### src/rtl/bcd2bin_arbiter.sv
// Round-robin arbiter sharing one bcd2bin converter core between N_REQ requesters.
// Validates the winner's BCD operand, launches the core, guards against stale/hung done, returns result with ack.
module bcd2bin_arbiter #(
  parameter int N_REQ       = 2,
  parameter int BCD_W       = 20,
  parameter int BIN_W       = 16,
  parameter int TIMEOUT_CYC = 128
) (
  input  logic                   clk,
  input  logic                   rst,
  input  logic [N_REQ-1:0]       req,
  input  logic [N_REQ*BCD_W-1:0] bcd_in,
  output logic [N_REQ-1:0]       ack,
  output logic [BIN_W-1:0]       bin_out,
  output logic                   err,
  output logic                   busy,
  output logic                   conv_init,
  output logic [BCD_W-1:0]       conv_A,
  input  logic [BIN_W-1:0]       conv_result,
  input  logic                   conv_done,
  output logic [1:0]             state_dbg
);

  // Handshake: a requester raises req (level) and holds it until its one-cycle ack;
  // req/bcd_in are only sampled in IDLE, so anything after the grant is ignored.
  localparam int GW = (N_REQ > 1) ? $clog2(N_REQ) : 1;
  localparam int CW = (TIMEOUT_CYC > 1) ? $clog2(TIMEOUT_CYC) : 1;
  localparam logic [CW-1:0] LAST_CNT = CW'(TIMEOUT_CYC - 1);

  typedef enum logic [1:0] {
    S_IDLE   = 2'd0,
    S_LAUNCH = 2'd1,
    S_WAIT   = 2'd2,
    S_RESP   = 2'd3
  } state_t;

  state_t          state, state_nxt;
  logic [GW-1:0]   last_grant;
  logic [GW-1:0]   pick;
  logic            any_req;
  logic [BCD_W-1:0] sel_bcd;
  logic            bcd_ok;
  logic [CW-1:0]   wait_cnt;
  logic            done_ok;
  logic            timeout;

  // Round-robin search starting one past the previous winner.
  always_comb begin
    int idx;
    pick = last_grant;
    any_req = 1'b0;
    idx = 0;
    for (int k = 1; k <= N_REQ; k++) begin
      idx = (int'(last_grant) + k) % N_REQ;
      if (!any_req && req[GW'(idx)]) begin
        pick = GW'(idx);
        any_req = 1'b1;
      end
    end
  end

  assign sel_bcd = bcd_in[pick*BCD_W +: BCD_W];

  always_comb begin
    bcd_ok = 1'b1;
    for (int d = 0; d < BCD_W / 4; d++) begin
      if (sel_bcd[d*4 +: 4] > 4'd9) bcd_ok = 1'b0;
    end
  end

  // First WAIT cycle (wait_cnt==0) ignores done left over from a previous conversion.
  assign done_ok = (state == S_WAIT) && (wait_cnt != '0) && conv_done;
  assign timeout = (state == S_WAIT) && !done_ok && (wait_cnt == LAST_CNT);

  always_ff @(posedge clk) begin
    if (rst) state <= S_IDLE;
    else     state <= state_nxt;
  end

  always_comb begin
    state_nxt = state;
    conv_init = 1'b0;
    busy      = (state != S_IDLE);
    state_dbg = state;
    ack       = '0;
    case (state)
      S_IDLE: begin
        if (any_req) state_nxt = bcd_ok ? S_LAUNCH : S_RESP;
      end
      S_LAUNCH: begin
        conv_init = 1'b1;
        state_nxt = S_WAIT;
      end
      S_WAIT: begin
        if (done_ok || timeout) state_nxt = S_RESP;
      end
      S_RESP: begin
        for (int i = 0; i < N_REQ; i++) ack[i] = (last_grant == GW'(i));
        state_nxt = S_IDLE;
      end
      default: state_nxt = S_IDLE;
    endcase
  end

  always_ff @(posedge clk) begin
    if (rst) begin
      last_grant <= GW'(N_REQ - 1);
      conv_A     <= '0;
      wait_cnt   <= '0;
      bin_out    <= '0;
      err        <= 1'b0;
    end else begin
      if (state == S_IDLE && any_req) begin
        last_grant <= pick;
        conv_A     <= sel_bcd;
        if (!bcd_ok) begin
          bin_out <= '0;
          err     <= 1'b1;
        end
      end
      if (state == S_LAUNCH) wait_cnt <= '0;
      if (state == S_WAIT)   wait_cnt <= wait_cnt + CW'(1);
      if (done_ok) begin
        bin_out <= conv_result;
        err     <= 1'b0;
      end
      if (timeout) begin
        bin_out <= '0;
        err     <= 1'b1;
      end
    end
  end

endmodule

### config.mk
export PLATFORM = sky130hd
export DESIGN_NAME = bcd2bin_arbiter
export DESIGN_NICKNAME = d
export VERILOG_FILES = /design/src/rtl/bcd2bin_arbiter.sv
export SDC_FILE = /design/constraint.sdc
export NUM_CORES = 1
export LEC_CHECK = 0
export CORE_UTILIZATION = 36
export DETAILED_ROUTE_END_ITERATION = 10
export PLACE_DENSITY_LB_ADDON = 0.12
export SLEW_MARGIN = 30
export SYNTH_ARGS = -nofsm -noshare
export SYNTH_HDL_FRONTEND = slang
export SYNTH_SLANG_ARGS = --single-unit
export TNS_END_PERCENT = 50
### constraint.sdc
create_clock -name clk -period 1.9 [get_ports clk]
set_input_delay 0.38 -clock clk [delete_from_list [all_inputs] [get_ports clk]]
set_output_delay 0.38 -clock clk [all_outputs]
set_load 0.02 [all_outputs]
=== Word level (Yosys, flattened, before mapping) ===
Index checks and enable logic that the tools add are counted.

* Word-level logic and storage cells: 74
* Input bits: 61
* Bits in registers: 47
* Output and inout bits: 43

* Shifts and indexed selects: 1
* $add $sub $neg: 3
* Order comparisons: 7
* Bitwise gates (word level): 1
* Multiply operators: 1
* Reductions and logical operators: 19
* Equal/unequal tests: 8
* Mux-type cells: 28

{| class="wikitable"
|+ Operators with widths
! cell !! count
|-
| 2-to-1 mux 16 bit || 3
|-
| indexed part select 40 x 7 -> 20 bit || 1
|-
| greater-than comparator 4 bit (second input constant) || 5
|-
| 2-to-1 mux 1 bit || 18
|-
| 2-to-1 mux 7 bit || 2
|-
| 2-to-1 mux 2 bit || 4
|-
| case mux 2 bit (4 select lines) || 1
|-
| adder 7 x 1 -> 7 bit (second input constant) || 1
|-
| equality test 7 bit (second input constant) || 1
|-
| nonzero test 7 bit || 1
|-
| logical AND 1 bit || 6
|-
| < comparator 1 x 3 -> 1 bit (second input constant) || 2
|-
| AND reduction 2 bit || 3
|-
| nonzero test 2 bit || 3
|-
| equality test 2 bit (second input constant) || 2
|-
| multiplier 1 x 3 -> 4 bit (second input constant) || 1
|-
| inequality test 2 x 1 -> 1 bit (second input constant) || 2
|-
| inequality test 3 x 1 -> 1 bit (second input constant) || 1
|-
| nonzero test 3 bit || 1
|-
| adder 1 bit (second input constant) || 2
|-
| equality test 2 x 1 -> 1 bit (second input constant) || 1
|-
| zero test 1 bit || 2
|-
| zero test 2 bit || 1
|-
| inequality test 2 bit (second input constant) || 1
|-
| 3 further kinds || 3
|}

=== Depth between registers and ports, before layout ===
* Depth in word-level cells: 20
* Mapped depth: 8
* Depth with buffers taken out: 7

=== Worst setup path after synthesis ===
Ideal clock, no wire load.

* Path kind: register -> register
* Start: register wait_cnt[0]
* End: register bin_out[0]
* Period minus slack after synthesis: 1943 ps
* Path slack: -43 ps
* Data required time: 1842 ps
* Library setup time: 58 ps
* Path buffers: 1
* Arrival time: 1885 ps
* Stages on the path, launching flop included: 9
* Cell sequence: dfxtp_1 -> inv_1 -> ha_1 -> or4b_4 -> o311ai_4 -> o311ai_2 -> a21oi_4 -> buf_6 -> a22o_2

* Longest elaborated chain between the ends: 7
* Elaborated cells between the ends (all ways): 12
* Those cells by class: 2 x eq/ne; 1 x mux; 9 x reduce/logical

{| class="wikitable"
|+ RTL lines
! element !! line !! text
|-
| from (decl) || 43 || <nowiki>logic [CW-1:0] wait_cnt;</nowiki>
|-
| from (signal assigned) || 122 || <nowiki>if (state == S_WAIT) wait_cnt <= wait_cnt + CW'(1);</nowiki>
|-
| nonzero test 7 bit || 72 || <nowiki>assign done_ok = (state == S_WAIT) && (wait_cnt != '0) && conv_done;</nowiki>
|-
| logical AND 1 bit (2 in a row) || 72 ||
|-
| zero test 1 bit || 73 || <nowiki>assign timeout = (state == S_WAIT) && !done_ok && (wait_cnt == LAST_CNT);</nowiki>
|-
| logical AND 1 bit (2 in a row) || 73 ||
|-
| OR reduction 2 bit (no source line) || n/a ||
|-
| to (signal assigned) || 124 || <nowiki>bin_out <= conv_result;</nowiki>
|-
| to (decl) || 14 || <nowiki>output logic [BIN_W-1:0] bin_out,</nowiki>
|}

Several ways; a longest one is shown, not always the timed one.
A chain may end at the register's enable or synchronous reset.

=== Worst setup path in the final report ===
* Start: register wait_cnt[1]
* End: register bin_out[14]

The elaborated chain is that of the path after synthesis.

==> flow_metrics.env <==
export IMPL_run_status="finished, violations left"
export IMPL_violations="negative setup slack"
export IMPL_fin_crit_ns=2.013
export IMPL_multi_input_area_um2=1142
export IMPL_cts_root_buf="clkbuf_8"
export IMPL_synthCells=213
export IMPL_synth_area_top_cells="dfxtp_1 44%, mux2i_1 9.9%, a211oi_1 8.1%"
export IMPL_netlist_area_leader_share_pct=44.16
export IMPL_setup_violations=16
export IMPL_start_kind="register"
export IMPL_grt_pass1_wl_um=9011
export IMPL_p_leak_uw=0.001396
export IMPL_syn_nets=281
export IMPL_intPower_uw=2362
export IMPL_rrSetupSlack_ns=-0.11
export IMPL_fmax_ghz=0.4968
export IMPL_drt_iter0_drc=54
export IMPL_synthToLayoutAreaGrowth_pct=62.89
export IMPL_die_h_um=78.94
export IMPL_portBuffers=102
export IMPL_avgSynthCellArea_um2=10.00
export IMPL_die_w_um=78.94
export IMPL_cts_tree="done"
export IMPL_routed_wl_um=5441
export IMPL_endpoint_kind="register"
export IMPL_num_vias=1911
export IMPL_synth_area_leader_cell="dfxtp_1"
export IMPL_critical_path_required_ns=2.10
export IMPL_final_common_cell="clkdlybuf4s50_1"
export IMPL_grt_start_max_net_pins=43
export IMPL_cts_clk_slew_worst_paths_ns=0.09
export IMPL_drive_gt1_share_pct=15.85
export IMPL_drt_vias_per_instance=4.778
export IMPL_p_sw_uw=1434
export IMPL_register_area_um2=942.2
export IMPL_grt_pass1_vias=1909
export IMPL_start_util_pct=38.00
export IMPL_cts_max_path_buffers=2
export IMPL_fin_util_pct=61.89
export IMPL_path_max_fanout=9
export IMPL_clock_power_share_pct=15.8
export IMPL_synth_seq_area_share_pct=44.16
export IMPL_ios=104
export IMPL_drc=0
export IMPL_coreArea_um2=5608
export IMPL_crit_type="register to register"
export IMPL_final_antenna_net_count=0
export IMPL_grtUsageTotal_pct=18.44
export IMPL_place_congestion=0.8945
export IMPL_overflow=0
export IMPL_final_cell_mix="98 x clkdlybuf4s50_1, 46 x dfxtp_1, 27 x nor2_1"
export IMPL_p_seq_share_pct=33.6
export IMPL_powerDensity_nw_per_um2=1094
export IMPL_netlist_area_um2=2131
export IMPL_synth_cell_type_count=35
export IMPL_fillers=499
export IMPL_hold_viol=0
export IMPL_n_antenna_cell=0
export IMPL_dr_pass1_iters=3
export IMPL_dpl_hpwl_um=4147
export IMPL_htreeDepth=2
export IMPL_finalMaxSlewViolations=0
export IMPL_ys_warn_count=0
export IMPL_cts_sinks=47
export IMPL_place_ws_ns=-0.1315
export IMPL_numCtsBuffers=5
export IMPL_hp_class="register to register"
export IMPL_wl_per_cell_um=13.60
export IMPL_relSlewSlack_pct=77.43
export IMPL_fin_ws_ns=-0.1128
export IMPL_finalCritPeriodShare_pct=105.9
export IMPL_tightest_slew_ns=0.3386
export IMPL_nNetsFinal=395
export IMPL_max_vdd_ir_drop_mv=0.9729
export IMPL_die_area_um2=6231
export IMPL_fin_skew_ns=0.004792
export IMPL_cts_hold_buf=0
export IMPL_ys_seq_elements=47
export IMPL_maxCapViolCount=0
export IMPL_antenna_found_initial=0
export IMPL_netSwitchingFraction_pct=37.79
export IMPL_rsz0062_at_grt="true"
export IMPL_p_comb_share_pct=50.6
export IMPL_core_rowCount=27
export IMPL_cp_arrival_ns=2.21
export IMPL_worstSkewPairLatency_ns=0.30
-- Yosys cell counts, drive strengths merged --
cell type and instances:
nor3 1, nor2b 2, o31ai 1, xor2 4
mux2i 21, inv 7, xnor2 3, a21oi 3
and2 2, ha 7, clkbuf 8, dfxtp 47
a31oi 1, or4b 1, and3 3, nand4b 2
o21ai 11, o22a 1, a21o 1, a31o 1
nor2 28, a22o 16, nand2 8, nand4 4
o311ai 2, a211oi 23, buf 5
-- layout make-up --
| class | count | share of cell area [%] |
|---|---|---|
| inverters | 7 | 0.7570 |
| well taps | 72 | 2.596 |
| repair buffers | 120 | 34.03 |
| multi-input cells | 146 | 32.91 |
| clock buffers | 5 | 1.983 |
| clock inverters | 3 | 0.5768 |
| flip-flops and latches | 47 | 27.14 |
-- metal layers --
layer	track usage, %	share of wire, %	routed length [um]
met5	0	0	0
met2	31.30	45	2475
met1	22.27	47	2548
met4	6.182	1.9	106
met3	5.287	5.7	311
-- flip-flops by register name, indices dropped and copies added, names as in the netlist --
| signal | flops |
|---|---|
| bin_out | 16 |
| conv_A | 20 |
| err | 1 |
| last_grant | 1 |
| state_dbg | 2 |
| wait_cnt | 7 |
-- repair_timing --
item,4_1_cts,5_1_grt
cloned,0,0
gates resized for setup,4,9
setup endpoints to repair,20,18
buffers inserted,0,1
pin swaps,0,3
-- metrics by stage --
stage / instances / area [um2] / total power [uW] / hold slack [ns] / TNS (ns)
after CTS: 399 / 3418 / 3810 / 0.4908 / -0.9611
final: 400 / 3471 / 3796 / 0.4917 / -1.479
after detailed placement: 391 / 3334 / 3218 / 0.4669 / -2.059
after floorplan: 213 / 2132 / 2439 / 0.4487 / -0.2656
after global placement: 391 / 3334 / 3203 / 0.4623 / -1.577
after global routing: 400 / 3471 / 4063 / 0.5057 / -2.716
-- power by group through the flow --
stage | registers [uW] | clock network, uW | logic, uW
after floorplan | 1480 | 0 | 960
after detailed placement | 1300 | 0 | 1920
after CTS | 1280 | 624 | 1910
after global routing | 1310 | 672 | 2090
final | 1280 | 600 | 1920
after global placement | 1300 | 0 | 1910
-- worst max-delay path: stages (launching register included) --
cell      delay (ns)
dfxtp_1         0.32
inv_1           0.08
ha_4            0.12
or4b_4          0.47
o311ai_4        0.33
buf_4           0.18
nor2_2          0.04
buf_4           0.17
a22o_2          0.21
-- logic make-up after synthesis --
family | after synthesis | synth area share, %
AOI/OAI and AO/OA | 60 | 23.20
adders and majority gates | 7 | 4.110
and+or+nand+nor | 51 | 11.33
buffers and inverters | 20 | 4.111
xor gates and xnor gates | 7 | 3.230
muxes | 21 | 9.865
DFF | 47 | 44.16
-- worst paths after layout --
kind	start	end	depth (start not counted)
min	bin_out[0]	bin_out[0]	1
min reg2reg	bin_out[0]	bin_out[0]	1
max	wait_cnt[1]	bin_out[14]	8
max reg2reg	wait_cnt[1]	bin_out[14]	8
No activity file was read; power rests on OpenSTA's default activity.
